### src/rtl/frame_sequencer_if.sv
// Bit-stream bundle between the frame sequencer, its upstream bit source and the modulator.
// master = sequencer side; slave = the environment that sources payload bits and sinks the frame.
interface frame_sequencer_if;
  logic s_tvalid;
  logic s_tdata;
  logic s_tready;
  logic m_tvalid;
  logic m_tdata;
  logic m_tready;
  logic m_tlast;

  modport master (
    input  s_tvalid, s_tdata, m_tready,
    output s_tready, m_tvalid, m_tdata, m_tlast
  );

  modport slave (
    output s_tvalid, s_tdata, m_tready,
    input  s_tready, m_tvalid, m_tdata, m_tlast
  );
endinterface

### src/rtl/frame_sequencer.sv
// Framer: preamble, pass-through payload, idle gap, repeated per run; first preamble bit valid 1 cycle after start.
// Preamble stalls on m_tready; payload is combinational so s_tready follows m_tready and nothing is buffered.
module frame_sequencer #(
  parameter int unsigned PRE_LEN = 16,
  parameter logic [31:0] PRE_PAT = 32'h0000_A5A5,
  parameter int unsigned PAY_LEN = 64,
  parameter int unsigned GAP_LEN = 8,
  parameter int unsigned NFRAMES = 0
) (
  input  logic               clk,
  input  logic               resetn,
  input  logic               start,
  input  logic               stop,
  frame_sequencer_if.master  bus,
  output logic               busy,
  output logic               done,
  output logic [15:0]        frame_cnt
);

  typedef enum logic [2:0] {
    ST_IDLE,
    ST_PRE,
    ST_PAY,
    ST_GAP,
    ST_DONE
  } state_e;

  localparam logic [15:0] PRE_LAST = 16'(PRE_LEN - 1);
  localparam logic [15:0] PAY_LAST = 16'(PAY_LEN - 1);
  localparam logic [15:0] GAP_LAST = 16'(GAP_LEN - 1);
  localparam logic [15:0] NFR      = 16'(NFRAMES);
  localparam logic        HAS_GAP  = (GAP_LEN != 0);

  state_e      state_q, state_d;
  logic [15:0] cnt_q, cnt_d;
  logic [15:0] frame_cnt_q, frame_cnt_d;
  logic        stop_pend_q, stop_pend_d;

  logic        m_tvalid, m_tdata, m_tlast, s_tready;
  logic [4:0]  pre_idx;
  logic [15:0] frame_cnt_inc;
  logic        end_run;

  // Preamble goes out MSB first, so the bit index counts down from PRE_LEN-1.
  assign pre_idx       = 5'(PRE_LEN - 1) - cnt_q[4:0];
  assign frame_cnt_inc = (frame_cnt_q == 16'hFFFF) ? frame_cnt_q : frame_cnt_q + 16'd1;
  assign end_run       = stop_pend_q || stop || ((NFRAMES != 0) && (frame_cnt_inc == NFR));

  always_comb begin
    state_d     = state_q;
    cnt_d       = cnt_q;
    frame_cnt_d = frame_cnt_q;
    stop_pend_d = stop_pend_q;
    m_tvalid    = 1'b0;
    m_tdata     = 1'b0;
    m_tlast     = 1'b0;
    s_tready    = 1'b0;

    case (state_q)
      ST_IDLE: begin
        if (start) begin
          state_d     = ST_PRE;
          cnt_d       = '0;
          frame_cnt_d = '0;
          stop_pend_d = 1'b0;
        end
      end

      ST_PRE: begin
        m_tvalid = 1'b1;
        m_tdata  = PRE_PAT[pre_idx];
        if (stop) stop_pend_d = 1'b1;
        if (bus.m_tready) begin
          if (cnt_q == PRE_LAST) begin
            state_d = ST_PAY;
            cnt_d   = '0;
          end else begin
            cnt_d = cnt_q + 16'd1;
          end
        end
      end

      ST_PAY: begin
        m_tvalid = bus.s_tvalid;
        m_tdata  = bus.s_tdata;
        s_tready = bus.m_tready;
        m_tlast  = bus.s_tvalid && (cnt_q == PAY_LAST);
        if (stop) stop_pend_d = 1'b1;
        if (bus.s_tvalid && bus.m_tready) begin
          if (cnt_q == PAY_LAST) begin
            frame_cnt_d = frame_cnt_inc;
            cnt_d       = '0;
            if (end_run)      state_d = ST_DONE;
            else if (HAS_GAP) state_d = ST_GAP;
            else              state_d = ST_PRE;
          end else begin
            cnt_d = cnt_q + 16'd1;
          end
        end
      end

      // Gap timing is free-running; the modulator cannot stretch it.
      ST_GAP: begin
        if (stop) stop_pend_d = 1'b1;
        if (cnt_q == GAP_LAST) begin
          cnt_d   = '0;
          state_d = (stop_pend_q || stop) ? ST_DONE : ST_PRE;
        end else begin
          cnt_d = cnt_q + 16'd1;
        end
      end

      ST_DONE: begin
        state_d     = ST_IDLE;
        cnt_d       = '0;
        stop_pend_d = 1'b0;
      end

      default: begin
        state_d = ST_IDLE;
      end
    endcase
  end

  always_ff @(posedge clk or negedge resetn) begin
    if (!resetn) begin
      state_q     <= ST_IDLE;
      cnt_q       <= '0;
      frame_cnt_q <= '0;
      stop_pend_q <= 1'b0;
    end else begin
      state_q     <= state_d;
      cnt_q       <= cnt_d;
      frame_cnt_q <= frame_cnt_d;
      stop_pend_q <= stop_pend_d;
    end
  end

  // All outputs decode from state, so asserting resetn zeroes them without waiting for a clock.
  assign bus.m_tvalid = m_tvalid;
  assign bus.m_tdata  = m_tdata;
  assign bus.m_tlast  = m_tlast;
  assign bus.s_tready = s_tready;
  assign busy         = (state_q != ST_IDLE);
  assign done         = (state_q == ST_DONE);
  assign frame_cnt    = frame_cnt_q;

endmodule

### src/flat_wrapper.sv
// flat-port wrapper written by rule: the top's interface ports become plain ports
module frame_sequencer_flat 
#(
  parameter int unsigned PRE_LEN = 16,
  parameter logic [31:0] PRE_PAT = 32'h0000_A5A5,
  parameter int unsigned PAY_LEN = 64,
  parameter int unsigned GAP_LEN = 8,
  parameter int unsigned NFRAMES = 0
)
  (clk, resetn, start, stop, busy, done, frame_cnt, bus_s_tvalid, bus_s_tdata, bus_m_tready, bus_s_tready, bus_m_tvalid, bus_m_tdata, bus_m_tlast);
  frame_sequencer_if bus_i ();
  input  logic clk;
  input  logic resetn;
  input  logic start;
  input  logic stop;
  output logic busy;
  output logic done;
  output logic [15:0] frame_cnt;
  input wire logic [$bits(bus_i.s_tvalid)-1:0] bus_s_tvalid;
  input wire logic [$bits(bus_i.s_tdata)-1:0] bus_s_tdata;
  input wire logic [$bits(bus_i.m_tready)-1:0] bus_m_tready;
  output wire logic [$bits(bus_i.s_tready)-1:0] bus_s_tready;
  output wire logic [$bits(bus_i.m_tvalid)-1:0] bus_m_tvalid;
  output wire logic [$bits(bus_i.m_tdata)-1:0] bus_m_tdata;
  output wire logic [$bits(bus_i.m_tlast)-1:0] bus_m_tlast;
  assign bus_i.s_tvalid = bus_s_tvalid;
  assign bus_i.s_tdata = bus_s_tdata;
  assign bus_i.m_tready = bus_m_tready;
  assign bus_s_tready = bus_i.s_tready;
  assign bus_m_tvalid = bus_i.m_tvalid;
  assign bus_m_tdata = bus_i.m_tdata;
  assign bus_m_tlast = bus_i.m_tlast;
  frame_sequencer #(.PRE_LEN(PRE_LEN), .PRE_PAT(PRE_PAT), .PAY_LEN(PAY_LEN), .GAP_LEN(GAP_LEN), .NFRAMES(NFRAMES)) u_core (.clk(clk), .resetn(resetn), .start(start), .stop(stop), .bus(bus_i), .busy(busy), .done(done), .frame_cnt(frame_cnt));
endmodule
### config.mk
export PLATFORM = sky130hd
export DESIGN_NAME = frame_sequencer_flat
export DESIGN_NICKNAME = d
export VERILOG_FILES = /design/src/rtl/frame_sequencer_if.sv /design/src/rtl/frame_sequencer.sv /design/src/flat_wrapper.sv
export SDC_FILE = /design/constraint.sdc
export NUM_CORES = 1
export LEC_CHECK = 0
export BUFFER_PORTS_ARGS = -buffer_cell sky130_fd_sc_hd__buf_2
export CORE_ASPECT_RATIO = 0.6
export CORE_MARGIN = 8
export CORE_UTILIZATION = 50
export CTS_CLUSTER_DIAMETER = 30
export DETAILED_ROUTE_END_ITERATION = 7
export PLACE_DENSITY = 0.75
export SLEW_MARGIN = 20
export SYNTH_ARGS = -nofsm -noshare
export SYNTH_HDL_FRONTEND = slang
export SYNTH_SLANG_ARGS = --single-unit
export TNS_END_PERCENT = 50
### constraint.sdc
create_clock -name clk -period 2.1 [get_ports clk]
set_clock_uncertainty 0.1 [all_clocks]
set_input_delay 0.105 -clock clk [delete_from_list [all_inputs] [get_ports clk]]
set_output_delay 0.105 -clock clk [all_outputs]
set_load 0.01 [all_outputs]
## Yosys cells after proc, flatten, opt, wreduce, memory -nomap -nowiden

Memories as Yosys holds them, arrays and structs flattened.
Index checks and enable logic that the tools add are counted.

| operators by class | value |
|---|---|
| add/sub/neg operators | 3 |
| $lt $le $gt $ge | 1 |
| equal/unequal tests | 16 |
| muxes and demuxes | 28 |
| reduce and logical (&&, ||, !) cells | 13 |

Operator list:

| cell | number |
|---|---|
| 16-bit two-way mux | 9 |
| 16-bit case mux with 5 select lines | 1 |
| 16-bit by 1-bit adder with 16-bit output, second input constant | 2 |
| 16-bit case mux with 2 select lines | 1 |
| 3-bit two-way mux | 8 |
| 16-bit == test, second input constant | 1 |
| 16-bit by 3-bit == test with 1-bit output, second input constant | 1 |
| 16-bit by 4-bit == test with 1-bit output, second input constant | 1 |
| 16-bit by 6-bit == test with 1-bit output, second input constant | 1 |
| 3-bit case mux with 4 select lines | 1 |
| 2-bit by 1-bit inequality test with 1-bit output, second input constant | 5 |
| 3-bit by 2-bit == test with 1-bit output, second input constant | 2 |
| 5-bit by 6-bit less-than comparator with 1-bit output, second input constant | 1 |
| 2-bit inequality test, second input constant | 3 |
| 6-bit AND reduction | 1 |
| 3-bit nonzero test | 2 |
| 1-bit two-way mux | 5 |
| 5-bit AND reduction | 1 |
| 5-bit nonzero test | 1 |
| 4-bit by 5-bit subtractor with 5-bit output, first input constant | 1 |
| 1-bit case mux with 2 select lines | 2 |
| 4-bit AND reduction | 1 |
| 3-bit by 1-bit == test with 1-bit output, second input constant | 1 |
| 3-bit == test, second input constant | 1 |
| 7 further kinds | 8 |

| storage, ports and cells | value |
|---|---|
| register bits after elaboration | 36 |
| memory bits (read-only) | 32 |
| bits of input ports | 7 |
| output and inout port bits | 22 |
| memories | 1 |

Memories:

| name | words | bits a word | rd ports | clocked after Yosys merged registers in | wr ports | RTL line | RTL |
|---|---|---|---|---|---|---|---|
| (no name shown) | 32 | 1 | 1 | 0 | 0 | frame_sequencer.sv:71 | `m_tdata = PRE_PAT[pre_idx];` |

## Depth between registers and ports, before layout

Gate-level depths: netlist of run 1.

| logic depth | value |
|---|---|
| depth after elaboration | 5 |
| mapped depth | 7 |
| gate-level depth less buffers | 6 |

## Least setup slack after synthesis of run 1

No wires, ideal clock.

| path | value |
|---|---|
| path type | reg2reg |
| start | register u_core.cnt_q[4] |
| end | register u_core.state_q[0] |
| library setup time | 0.125 ns |
| data arrival time | 1.957 ns |
| required time | 1.875 ns |
| slack | -0.082 ns |
| stages on the path, launching flop included | 7 |
| path buffers | 1 |
| path through | dfrtp_1 > buf_6 > or4b_4 > a2111oi_4 > o22a_4 > nand2_2 > mux2_4 |

| on the way | value |
|---|---|
| cells in the longest elaborated chain, start to end | 3 |
| elaborated cells on any way between the ends | 7 |
| those cells by class | eq/ne (6); reduce/logical (1) |

Ends and longest elaborated chain:

| what | RTL line | RTL |
|---|---|---|
| start, declared | frame_sequencer.sv:35 | `logic [15:0] cnt_q, cnt_d;` |
| start signal, assigned | frame_sequencer.sv:133 | `cnt_q <= cnt_d;` |
| 16-bit by 3-bit == test with 1-bit output (tied with other cells) | frame_sequencer.sv:105 | `if (cnt_q == GAP_LAST) begin` |
| 2-bit by 1-bit inequality test with 1-bit output (no source line) | - |  |
| 6-bit AND reduction (no source line) * | - |  |
| end signal, assigned | frame_sequencer.sv:132 | `state_q <= state_d;` |
| end, declared | frame_sequencer.sv:34 | `state_e state_q, state_d;` |

Every way passes the cells marked *; elsewhere a longest branch is shown, timed or not.
A chain may end at the register's enable or synchronous reset.

## Worst setup path in the final report of run 1

| path | value |
|---|---|
| start | register u_core.cnt_q[12] |
| end | register u_core.state_q[0] |

Same word-level chain as after synthesis.

==> results.ini, run 1 <==
[cells_and_area]
final_cell_mix=55 x buf_4, 35 x dfrtp_1, 28 x nand2_1, 28 x buf_2, 20 x nand3_1
drive_above_1_share_pct=39.7
synthToLayoutAreaGrowth_pct=42.5
layout_commonest_cell=buf_4
diodes=0
nets=368
fin_cells=423
fin_area_um2=3370

[synth]
ys_ff_latch=36
ys_warn_count=0
netlist_instances=269
syn_nets=278
ys_seq_area_share_pct=38.1
syn_avg_cell_area_um2=8.79
yosysUniqueCellTypes=55
synth-async-reset-ratio_pct=100
synth_enable_flop_cells=0
synth_ff_type=dfrtp_1
netlist_area_um2=2360

[floorplan]
io_pins=29
fp.dieW_um=105
dieArea_um2=7260
initial_utilization_pct=51.8
die_h_um=69.3
core_area_um2=4560
placementRows=19

[routing]
drtPass1Iterations=6
drt_wl_total_mm=8.33
drt_iter0_markers=312
routed_via_density=6.34
ant_nets=0
vias=2681
drcViolationCount=0
routedWlPerCell_um=19.7

[timing]
maxSlewViolCount=0
fin_setup_tns_ns=-1.56
fin_crit_ns=2.24
setup_slack_ns=-0.140
worstMarginPinSlew_ns=0.834
min_period_over_period_pct=107
setup_viol=21
rsz0062_at_grt=yes
max_freq_mhz=446
maxSlewHeadroom_pct=44.4
finalHoldViolCount=0

[worst_setup_path]
r2r-start=u_core.cnt_q[12]$_DFFE_PN0P_
max_stage_delay_ns=0.59
cp.required_ns=2.19
cp-end-kind=register
worst-path-max-fanout=8
crit_path_cell_trace=or4_4 > nor4_4 > buf_4 > o22a_4 > nand2_4 > mux2_4
crit_family=simple AND/OR/NAND/NOR gates
start_kind=register
crit_path_start=u_core.cnt_q[12]$_DFFE_PN0P_
path_class=reg2reg
cp_num_cells=6
critical-path-slowest-cell=or4_4
reg2reg_depth=6
endpoint=u_core.state_q[0]$_DFFE_PN0P_
cp_num_buf_inv=1
reg2reg_to=u_core.state_q[0]$_DFFE_PN0P_
rrSetupSlack_ns=-0.14
arrival_ns=2.33

[cts]
clkSinkCount=36
clk_path_buf_depth=2
cts_tree=yes
cts.clk_slew.worst_paths_ns=0.07
htree_levels=2
cts_buffers=5
clock_latency_ns=0.30
cts-root-buf=clkbuf_8

[global_routing]
grt_util_all_layers_pct=20.1
grt_max_degree=37
grt_remaining_overflow=0
grt_pass1_vias=2253
grt_pass1_wl_mm=11.8
grt_antenna_before_repair=0

[placement]
place_congestion=1.04
placed_cell_area_um2=2920
dpl.hpwl_mm=5.50
numPortBuffers=28
placed_cells=398
post-place-ws_ns=-0.111

[status]
violations=negative setup slack
status=finished, violations left

[power_and_ir_drop]
power_leakage_nw=1.59
irDropWorstVdd_mv=0.945
power_density_nw_per_um2=1080

[run]
cap_violations=0

[hold_path]
hp-class=in2reg

[Yosys cell counts (2+ instances only)]
library cell / number / area, µm²
o2bb2ai_1: 2 / 17.5
o22ai_1: 4 / 25.0
and2_1: 2 / 12.5
ha_1: 2 / 25.0
nand2b_1: 9 / 56.3
nand2_1: 29 / 109
a21o_1: 2 / 15.0
a22o_1: 6 / 52.6
and4_1: 5 / 43.8
nand4_1: 11 / 68.8
nor4_1: 2 / 12.5
xnor2_1: 2 / 17.5
o31ai_1: 3 / 22.5
nor3_1: 7 / 35.0
or3_1: 3 / 18.8
inv_1: 6 / 22.5
nor2b_1: 2 / 12.5
mux2i_1: 8 / 80.1
a211o_1: 2 / 17.5
a31oi_1: 2 / 12.5
and3_1: 11 / 68.8
nand3_1: 20 / 100
a21oi_1: 16 / 80.1
nor2_1: 17 / 63.8
or4_1: 5 / 37.5
dfrtp_1: 36 / 901
o2111ai_1: 2 / 17.5
clkbuf_1: 6 / 22.5
nand4b_1: 3 / 26.3
o21ai_0: 14 / 70.1
a32o_1: 2 / 20.0
buf_2: 5 / 25.0
[registers in the layout, summed over array words and instances (netlist names)]
signal	count
u_core.cnt_q	16
u_core.frame_cnt	16
u_core.state_q	3
u_core.stop_pend_q	1
[cell families (layout without fill, tap and decap cells)]
| logic type | count (synthesis) | count (layout) | share of synthesized area (%) |
|---|---|---|---|
| compound gates | 63 | 63 | 19.0 |
| xor+xnor | 3 | 3 | 1.11 |
| mux | 9 | 9 | 4.02 |
| simple gates | 137 | 137 | 33.1 |
| flops | 36 | 36 | 38.1 |
| buf+inv | 19 | 110 | 3.60 |
| fa+ha+maj | 2 | 2 | 1.06 |
[timing repair]
item | CTS | global route
hold buffers | 1 | 0
endpoints found under the setup margin | 21 | 35
resized for setup | 5 | 50
pin swaps | 2 | 15
endpoints found under the hold margin | 36 | 0
setup buffers | 0 | 14
cloned | 0 | 2
[worst register-to-register path, delay by kind of cell, from the launching register on]
family                 cells  cell delay [ns]
multiplexers               1             0.29
AO/OA/AOI/OAI              1             0.18
AND/OR/NAND/NOR            3             1.00
flip-flops                 1             0.38
buffers and inverters      1             0.18
[final cells by class]
| cell class | count | area (µm²) |
|---|---|---|
| multi-input cells | 214 | 1580 |
| fillers | 329 | 1200 |
| flip-flops and latches | 36 | 902 |
| repair buffers | 95 | 687 |
| clock buffers | 6 | 82.6 |
| well taps | 63 | 78.8 |
| inverters | 7 | 26.3 |
| clock inverters | 2 | 10.0 |
[layer usage]
metal	routed length, µm	part of all wire, %	vias up	GRT usage, %
met4	149	1.8	0	5.97
met2	3680	44	150	26.9
li1	-	-	1198	-
met5	0	0	-	0
met3	724	8.7	21	6.40
met1	3780	45	1312	29.4
[worst min path at each step]
stage	startpoint	endpoint	slack, ns	depth (start not counted)
3_3_place_gp	resetn	u_core.cnt_q[0]$_DFFE_PN0P_	0.15	1
6_report	stop	u_core.stop_pend_q$_DFFE_PN0P_	0.05	3
5_1_grt	stop	u_core.stop_pend_q$_DFFE_PN0P_	0.07	3
4_1_cts	stop	u_core.stop_pend_q$_DFFE_PN0P_	0.03	3
3_5_place_dp	resetn	u_core.cnt_q[0]$_DFFE_PN0P_	0.15	1
2_1_floorplan	resetn	u_core.cnt_q[0]$_DFFE_PN0P_	-0.29	0
[power by group]
group	leakage, nW	switching (mW)	internal [mW]
clock network	0.0510	0.265	0.262
registers	0.490	0.0732	0.775
logic	1.05	1.25	0.997
total	1.59	1.59	2.03
[through the flow]
step                      total power, mW  util, %  hold WS, ns
after floorplan                      1.79        -       -0.291
after global placement               2.38     63.9        0.153
after detailed placement             2.41     63.9        0.153
after CTS                            2.95     66.5       0.0311
after global routing                 3.81     73.8       0.0654
final                                3.62     73.8       0.0451
Note: power is estimated with default switching activity, not from simulation.
==> run 2, diff against run 1 <==
--- a/config.mk
+++ b/config.mk
@@ -11,7 +11,7 @@
 export CORE_UTILIZATION = 50
 export CTS_CLUSTER_DIAMETER = 30
 export DETAILED_ROUTE_END_ITERATION = 7
-export PLACE_DENSITY = 0.75
+export PLACE_DENSITY = 0.72
 export SLEW_MARGIN = 20
 export SYNTH_ARGS = -nofsm -noshare
 export SYNTH_HDL_FRONTEND = slang
==> constraint.sdc (replaced) <==
create_clock -name clk -period 2.38 [get_ports clk]
set_clock_uncertainty 0.1 [all_clocks]
set_input_delay 0.119 -clock clk [delete_from_list [all_inputs] [get_ports clk]]
set_output_delay 0.119 -clock clk [all_outputs]
set_load 0.01 [all_outputs]
==> run 2 against run 1 <==
  * Count of clock-buffer cells in the layout is 1 lower
  * Utilization is 12 points lower
  * Critical path depth decreased by 1
  * Maximum frequency shrank 2.5%
  * Cell count decreased by 11%
  * Flip-flop and latch count unchanged
  * Highest routed layer unchanged
  * Power fell by 29%
  * The flow now finishes without violations
  * Largest cell class unchanged
==> results.ini, run 2 (synthesis results as in run 1) <==
[placement]
placed_cells=368  ; -7.5%
place_congestion=0.913  ; -12%
dpl.hpwl_mm=4.92  ; -11%
numPortBuffers=28  ; unchanged

[run]
cap_violations=0  ; unchanged

[worst_setup_path]
rrSetupSlack_ns=0.08  ; +0.22 ns
path_class=reg2reg
worst-path-max-fanout=8  ; unchanged
cp-end-kind=register
arrival_ns=2.37  ; +0.04 ns
r2r-start=u_core.cnt_q[10]$_DFFE_PN0P_
cp.required_ns=2.46  ; +0.27 ns
reg2reg_to=u_core.state_q[0]$_DFFE_PN0P_
reg2reg_depth=5  ; -1
start_kind=register

[power_and_ir_drop]
p_total_mw=2.57  ; -29%
power_leakage_nw=1.31  ; -17%
power_density_nw_per_um2=914  ; -15%
irDropWorstVdd_mv=0.765  ; -19%

[timing]
hold_ws_ns=0.0608  ; +0.0157 ns
finalHoldViolCount=0  ; unchanged
worstMarginPinSlew_ns=0.842  ; +0.00806 ns
max_freq_mhz=435  ; -2.5%
fin_setup_tns_ns=0  ; +1.56 ns
rsz0062_at_grt=no
setup_viol=0  ; -100%
fin_crit_ns=2.30  ; +0.0570 ns
maxSlewViolCount=0  ; unchanged
maxSlewHeadroom_pct=43.9  ; -0.54 points
min_period_over_period_pct=96.5  ; -10 points

[status]
status=completed

[routing]
vias=2337  ; -13%
drcViolationCount=0  ; unchanged
ant_nets=0  ; unchanged
routed_via_density=6.20  ; -2.2%
drt_iter0_markers=230  ; -26%
drtPass1Iterations=6  ; unchanged
routedWlPerCell_um=17.7  ; -10%
drt_wl_total_mm=6.68  ; -20%

[cells_and_area]
final_cell_mix=36 x dfrtp_1, 29 x nand2_1, 28 x buf_2, 20 x nand3_1, 19 x buf_4
synthToLayoutAreaGrowth_pct=19.1
drive_above_1_share_pct=21.7  ; -18 points
layout_commonest_cell=dfrtp_1
utilization_pct=61.7  ; -12 points
fin_cells=377  ; -11%
nets=322  ; -13%
diodes=0  ; unchanged

[floorplan]
fp.dieW_um=105  ; unchanged
dieArea_um2=7260  ; unchanged
placementRows=19  ; unchanged
io_pins=29  ; unchanged
initial_utilization_pct=51.8  ; unchanged
core_area_um2=4560  ; unchanged
die_h_um=69.3  ; unchanged

[cts]
cts_buffers=5  ; unchanged
cts.clk_slew.worst_paths_ns=0.08  ; about the same
clk_path_buf_depth=2  ; unchanged
clock_latency_ns=0.29  ; about the same
postCtsSetupBuffers=0  ; unchanged
clkSinkCount=36  ; unchanged
cts-root-buf=clkbuf_8
cts_tree=yes
htree_levels=2  ; unchanged

[hold_path]
min_path_cells=3  ; unchanged
min-delay-start=stop
hp-class=in2reg
worstHoldEndpoint=u_core.stop_pend_q$_DFFE_PN0P_

[global_routing]
grt_max_degree=37  ; unchanged
grt_pass1_vias=2152  ; -4.5%
grt_util_all_layers_pct=18.7  ; -1.4 points
grt_pass1_wl_mm=11.2  ; -4.6%
grt_antenna_before_repair=0  ; unchanged
grt_remaining_overflow=0  ; unchanged

## run 2: worst max path at each step
| stage | start | end | slack (ns) |
|---|---|---|---|
| after floorplan | u_core.cnt_q[4]$_DFFE_PN0P_ | u_core.state_q[0]$_DFFE_PN0P_ | 0.20 |
| after global placement | u_core.cnt_q[8]$_DFFE_PN0P_ | u_core.frame_cnt[7]$_DFFE_PN0P_ | 0.17 |
| after detailed placement | u_core.cnt_q[10]$_DFFE_PN0P_ | u_core.state_q[0]$_DFFE_PN0P_ | 0.13 |
| after CTS | u_core.cnt_q[10]$_DFFE_PN0P_ | u_core.state_q[0]$_DFFE_PN0P_ | 0.10 |
| after global routing | u_core.state_q[1]$_DFFE_PN0P_ | u_core.frame_cnt[15]$_DFFE_PN0P_ | 0.004 |
| final | u_core.cnt_q[10]$_DFFE_PN0P_ | u_core.state_q[0]$_DFFE_PN0P_ | 0.08 |
## run 2: critical path: stages (launching register included)
cell and delay, ns:
dfrtp_1 0.45, or4_4 0.61, nor4_4 0.39, o22a_4 0.26
nand2_2 0.08, mux2_4 0.30
## run 2: where the power goes
| group | switching, mW | internal [mW] | leakage [nW] | total (mW) |
|---|---|---|---|---|
| clock | 0.236 | 0.310 | 0.0541 | 0.546 |
| sequential | 0.112 | 0.681 | 0.491 | 0.793 |
| combinational | 0.742 | 0.490 | 0.766 | 1.23 |
## run 2: stage by stage
stage / cell area (µm²) / worst slack [ns]
floorplan: 2360 / 0.198
global placement: 2690 / 0.174
detailed placement: 2690 / 0.130
CTS: 2810 / 0.102
global route: 2810 / 0.00393
finish: 2810 / 0.0829
## run 2: repair_timing
item | CTS | global route
endpoints found under the setup margin | 0 | 4
hold buffers | 1 | 0
endpoints found under the hold margin | 36 | 0
resized for setup | 0 | 1
## run 2: metal layers
| metal | vias up | share of wire, % | global-route usage, % |
|---|---|---|---|
| met2 | 137 | 40 | 24.8 |
| met3 | 5 | 11 | 5.19 |
| met1 | 1086 | 49 | 28.8 |
| li1 | 1109 | - | - |
| met4 | 0 | 0.54 | 3.30 |
| met5 | - | 0 | 0 |
## run 2: area by class of cell
cell class	instances	area [µm²]
multi-input cells	214	1380
clock buffers	5	68.8
inverters	7	26.3
flip-flops and latches	36	901
fillers	417	1750
clock inverters	3	42.5
repair buffers	49	313
well taps	63	78.8
==> run 3, diff against run 2 <==
--- a/config.mk
+++ b/config.mk
@@ -5,13 +5,13 @@
 export SDC_FILE = /design/constraint.sdc
 export NUM_CORES = 1
 export LEC_CHECK = 0
+export ABC_AREA = 1
 export BUFFER_PORTS_ARGS = -buffer_cell sky130_fd_sc_hd__buf_2
 export CORE_ASPECT_RATIO = 0.6
 export CORE_MARGIN = 8
-export CORE_UTILIZATION = 50
+export CORE_UTILIZATION = 39
 export CTS_CLUSTER_DIAMETER = 30
 export DETAILED_ROUTE_END_ITERATION = 7
-export PLACE_DENSITY = 0.72
 export SLEW_MARGIN = 20
 export SYNTH_ARGS = -nofsm -noshare
 export SYNTH_HDL_FRONTEND = slang
==> run 3 against run 2 <==
  * Utilization decreased by 16 points
  * Register-to-register slack improved by 0.19 ns
  * Sequential share of layout area decreased by 0.39 points
  * Global-route usage decreased by 3.8 points
  * Design area increased by 1.2%
  * Cell count increased by 34%
  * Hold slack improved by 0.067 ns
  * Maximum frequency increased by 9.1%
  * Critical path depth increased by 4
  * Highest routed layer unchanged
  * Critical path type unchanged
==> results.ini, run 3 <==
[status]
status=completed

[timing]
max_freq_mhz=475  ; +9.1%
worstMarginPinSlew_ns=0.808  ; -0.0344 ns
maxSlewViolCount=0  ; unchanged
fin_crit_ns=2.10  ; -0.192 ns
setup_viol=0  ; unchanged
fin_setup_tns_ns=0  ; unchanged
rsz0062_at_grt=no
finalHoldViolCount=0  ; unchanged
maxSlewHeadroom_pct=46.2  ; +2.3 points
min_period_over_period_pct=88.4  ; -8.1 points

[routing]
drt_wl_total_mm=6.73  ; +0.78%
drtPass1Iterations=5  ; -1
ant_nets=0  ; unchanged
vias=2519  ; +7.8%
routed_via_density=4.99  ; -20%
drcViolationCount=0  ; unchanged
drt_iter0_markers=263  ; +14%
routedWlPerCell_um=13.3  ; -25%

[cells_and_area]
nets=430  ; +34%
layout_commonest_cell=nand2_1
diodes=0  ; unchanged
utilization_pct=46.0  ; -16 points
fin_area_um2=2850  ; +1.2%
fillers=651  ; +56%
regArea_um2=901  ; unchanged
drive_above_1_share_pct=14.5  ; -7.2 points
fin_cells=505  ; +34%
synthToLayoutAreaGrowth_pct=12.9
multi_input_area_um2=1420  ; +2.4%
final_cell_mix=136 x nand2_1, 55 x nor2_1, 42 x nand3_1, 36 x inv_1, 36 x dfrtp_1

[synth]
yosys.area.top_type_share_pct=35.7  ; -2.4 points
syn_nets=395  ; +42%
synth_enable_flop_cells=0  ; unchanged
synth-async-reset-ratio_pct=100  ; unchanged
yosysUniqueCellTypes=32  ; -42%
yosysMostFrequentCell=nand2_1
synth_ff_type=dfrtp_1
synth_top_cell_by_area=dfrtp_1
synth.area.top_cells=dfrtp_1 36%, nand2_1 20%, nand3_1 8.3%, nor2_1 8.2%, inv_1 5.4%
ys_top_cells_by_count=136 x nand2_1, 55 x nor2_1, 42 x nand3_1, 36 x dfrtp_1, 36 x inv_1
ys_seq_area_share_pct=35.7  ; -2.4 points
ys_ff_latch=36  ; unchanged
netlist_instances=386  ; +43%
ys_warn_count=0  ; unchanged
syn_avg_cell_area_um2=6.53  ; -26%
netlist_area_um2=2520  ; +6.7%

[placement]
placed_cell_area_um2=2760  ; +2.8%
placed_cells=497  ; +35%
dpl.hpwl_mm=5.26  ; +6.9%
place_congestion=0.846  ; -7.3%
numPortBuffers=28  ; unchanged

[worst_setup_path]
cp.required_ns=2.47  ; about the same
worst-path-max-fanout=16  ; +8
crit_path_cell_trace=ha_1 > nand3_2 > nor2_1 > nand2_1 > nand2_2 > nand3_2 > buf_4 > nand2_1 > nand2_1
max_stage_delay_ns=0.41  ; -0.20 ns
reg2reg_to=u_core.frame_cnt[9]$_DFFE_PN0P_
crit_path_frequent_cell=nand2_1
rrSetupSlack_ns=0.28  ; +0.19 ns
critical-path-slowest-cell=dfrtp_1
r2r-start=u_core.cnt_q[0]$_DFFE_PN0P_
reg2reg_depth=9  ; +4
cp_num_buf_inv=1  ; +1
path_class=reg2reg
crit_family=simple AND/OR/NAND/NOR gates
arrival_ns=2.19  ; -0.18 ns
cp-end-kind=register
start_kind=register

[global_routing]
grt_remaining_overflow=0  ; unchanged
grt_pass1_vias=2229  ; +3.6%
grt_max_degree=37  ; unchanged
grt_util_all_layers_pct=14.9  ; -3.8 points
grt_antenna_before_repair=0  ; unchanged
grt_pass1_wl_mm=11.4  ; +1.2%

[floorplan]
die_h_um=78.3  ; +13%
fp.dieW_um=120  ; +14%
dieArea_um2=9380  ; +29%
initial_utilization_pct=40.7  ; -11 points
placementRows=22  ; +3
io_pins=29  ; unchanged
core_area_um2=6190  ; +36%

[hold_path]
worstHoldEndpoint=u_core.state_q[2]$_DFFE_PN0P_
min_path_cells=4  ; +1
min-delay-start=stop
hp-class=in2reg

[power_and_ir_drop]
irDropWorstVdd_mv=0.360  ; -53%
power_leakage_nw=1.42  ; +8.2%
power_density_nw_per_um2=789  ; -14%

[cts]
cts.clk_slew.worst_paths_ns=0.08  ; about the same
postCtsSetupBuffers=0  ; unchanged
clock_latency_ns=0.29  ; about the same
clkSinkCount=36  ; unchanged
cts_tree=yes
cts-root-buf=clkbuf_8
cts_buffers=5  ; unchanged
htree_levels=2  ; unchanged
clk_path_buf_depth=2  ; unchanged

[run]
cap_violations=0  ; unchanged

run 3: worst max-delay path by stage:
stage,cells past startpoint,slack (ns),start,to
6_report,9,0.28,u_core.cnt_q[0]$_DFFE_PN0P_,u_core.frame_cnt[9]$_DFFE_PN0P_
5_1_grt,9,0.05,u_core.cnt_q[0]$_DFFE_PN0P_,u_core.frame_cnt[9]$_DFFE_PN0P_
4_1_cts,9,0.29,u_core.cnt_q[0]$_DFFE_PN0P_,u_core.frame_cnt[9]$_DFFE_PN0P_
3_5_place_dp,9,0.29,u_core.cnt_q[0]$_DFFE_PN0P_,u_core.frame_cnt[14]$_DFFE_PN0P_
3_3_place_gp,10,0.35,u_core.frame_cnt[0]$_DFFE_PN0P_,u_core.frame_cnt[10]$_DFFE_PN0P_
2_1_floorplan,9,0.70,u_core.cnt_q[0]$_DFFE_PN0P_,u_core.frame_cnt[9]$_DFFE_PN0P_
run 3: layout make-up:
| cell class | count | share of cell area (%) |
|---|---|---|
| Tap cell | 84 | 3.69 |
| Multi-Input combinational cell | 302 | 49.7 |
| Clock buffer | 6 | 2.55 |
| Clock inverter | 1 | 0.176 |
| Inverter | 41 | 5.40 |
| Timing Repair Buffer | 35 | 6.85 |
| Sequential cell | 36 | 31.6 |
run 3: tightest hold or removal path: stages:
cell and delay (ns):
buf_2 0.08, or2_2 0.14, nand2_1 0.05, nor2_1 0.09
run 3: metrics by stage:
step | worst slack, ns | hold slack, ns | power [mW]
final | 0.275 | 0.128 | 2.25
after global routing | 0.0467 | 0.173 | 2.43
after CTS | 0.290 | 0.125 | 2.26
after detailed placement | 0.289 | 0.178 | 1.84
after global placement | 0.354 | 0.176 | 1.83
after floorplan | 0.705 | -0.277 | 1.57
run 3: power breakdown:
part	internal (mW)	switching, mW
registers	0.669	0.0825
logic	0.289	0.783
clock network	0.199	0.223
run 3: timing repair:
| action | in CTS | in global routing |
|---|---|---|
| hold buffers | 1 | 0 |
| hold endpoints to repair | 36 | 0 |
| gates resized for setup | 0 | 0 |
| setup endpoints to repair | 0 | 0 |
run 3: kinds of logic (layout without fill, tap and decap cells):
group                    Yosys count  count (layout)  synth area share [%]
flip-flops                        36              36                  35.7
AO/OA/AOI/OAI                     25              25                  6.20
XOR/XNOR                          10              10                  3.47
adder cells (fa/ha/maj)            2               2                 0.992
AND/OR/NAND/NOR                  265             265                  45.5
buffers and inverters             48              83                  8.13
run 3: per-layer routing:
metal  vias up  global-route usage [%]  routed length, µm  share of wire [%]
li1       1295                       -                  -                  -
met1      1146                    23.6               3780                 56
met2        74                    18.4               2440                 36
met3         4                    4.14                477                7.1
met4         0                    3.84                 39               0.58
met5         -                       0                  0                  0
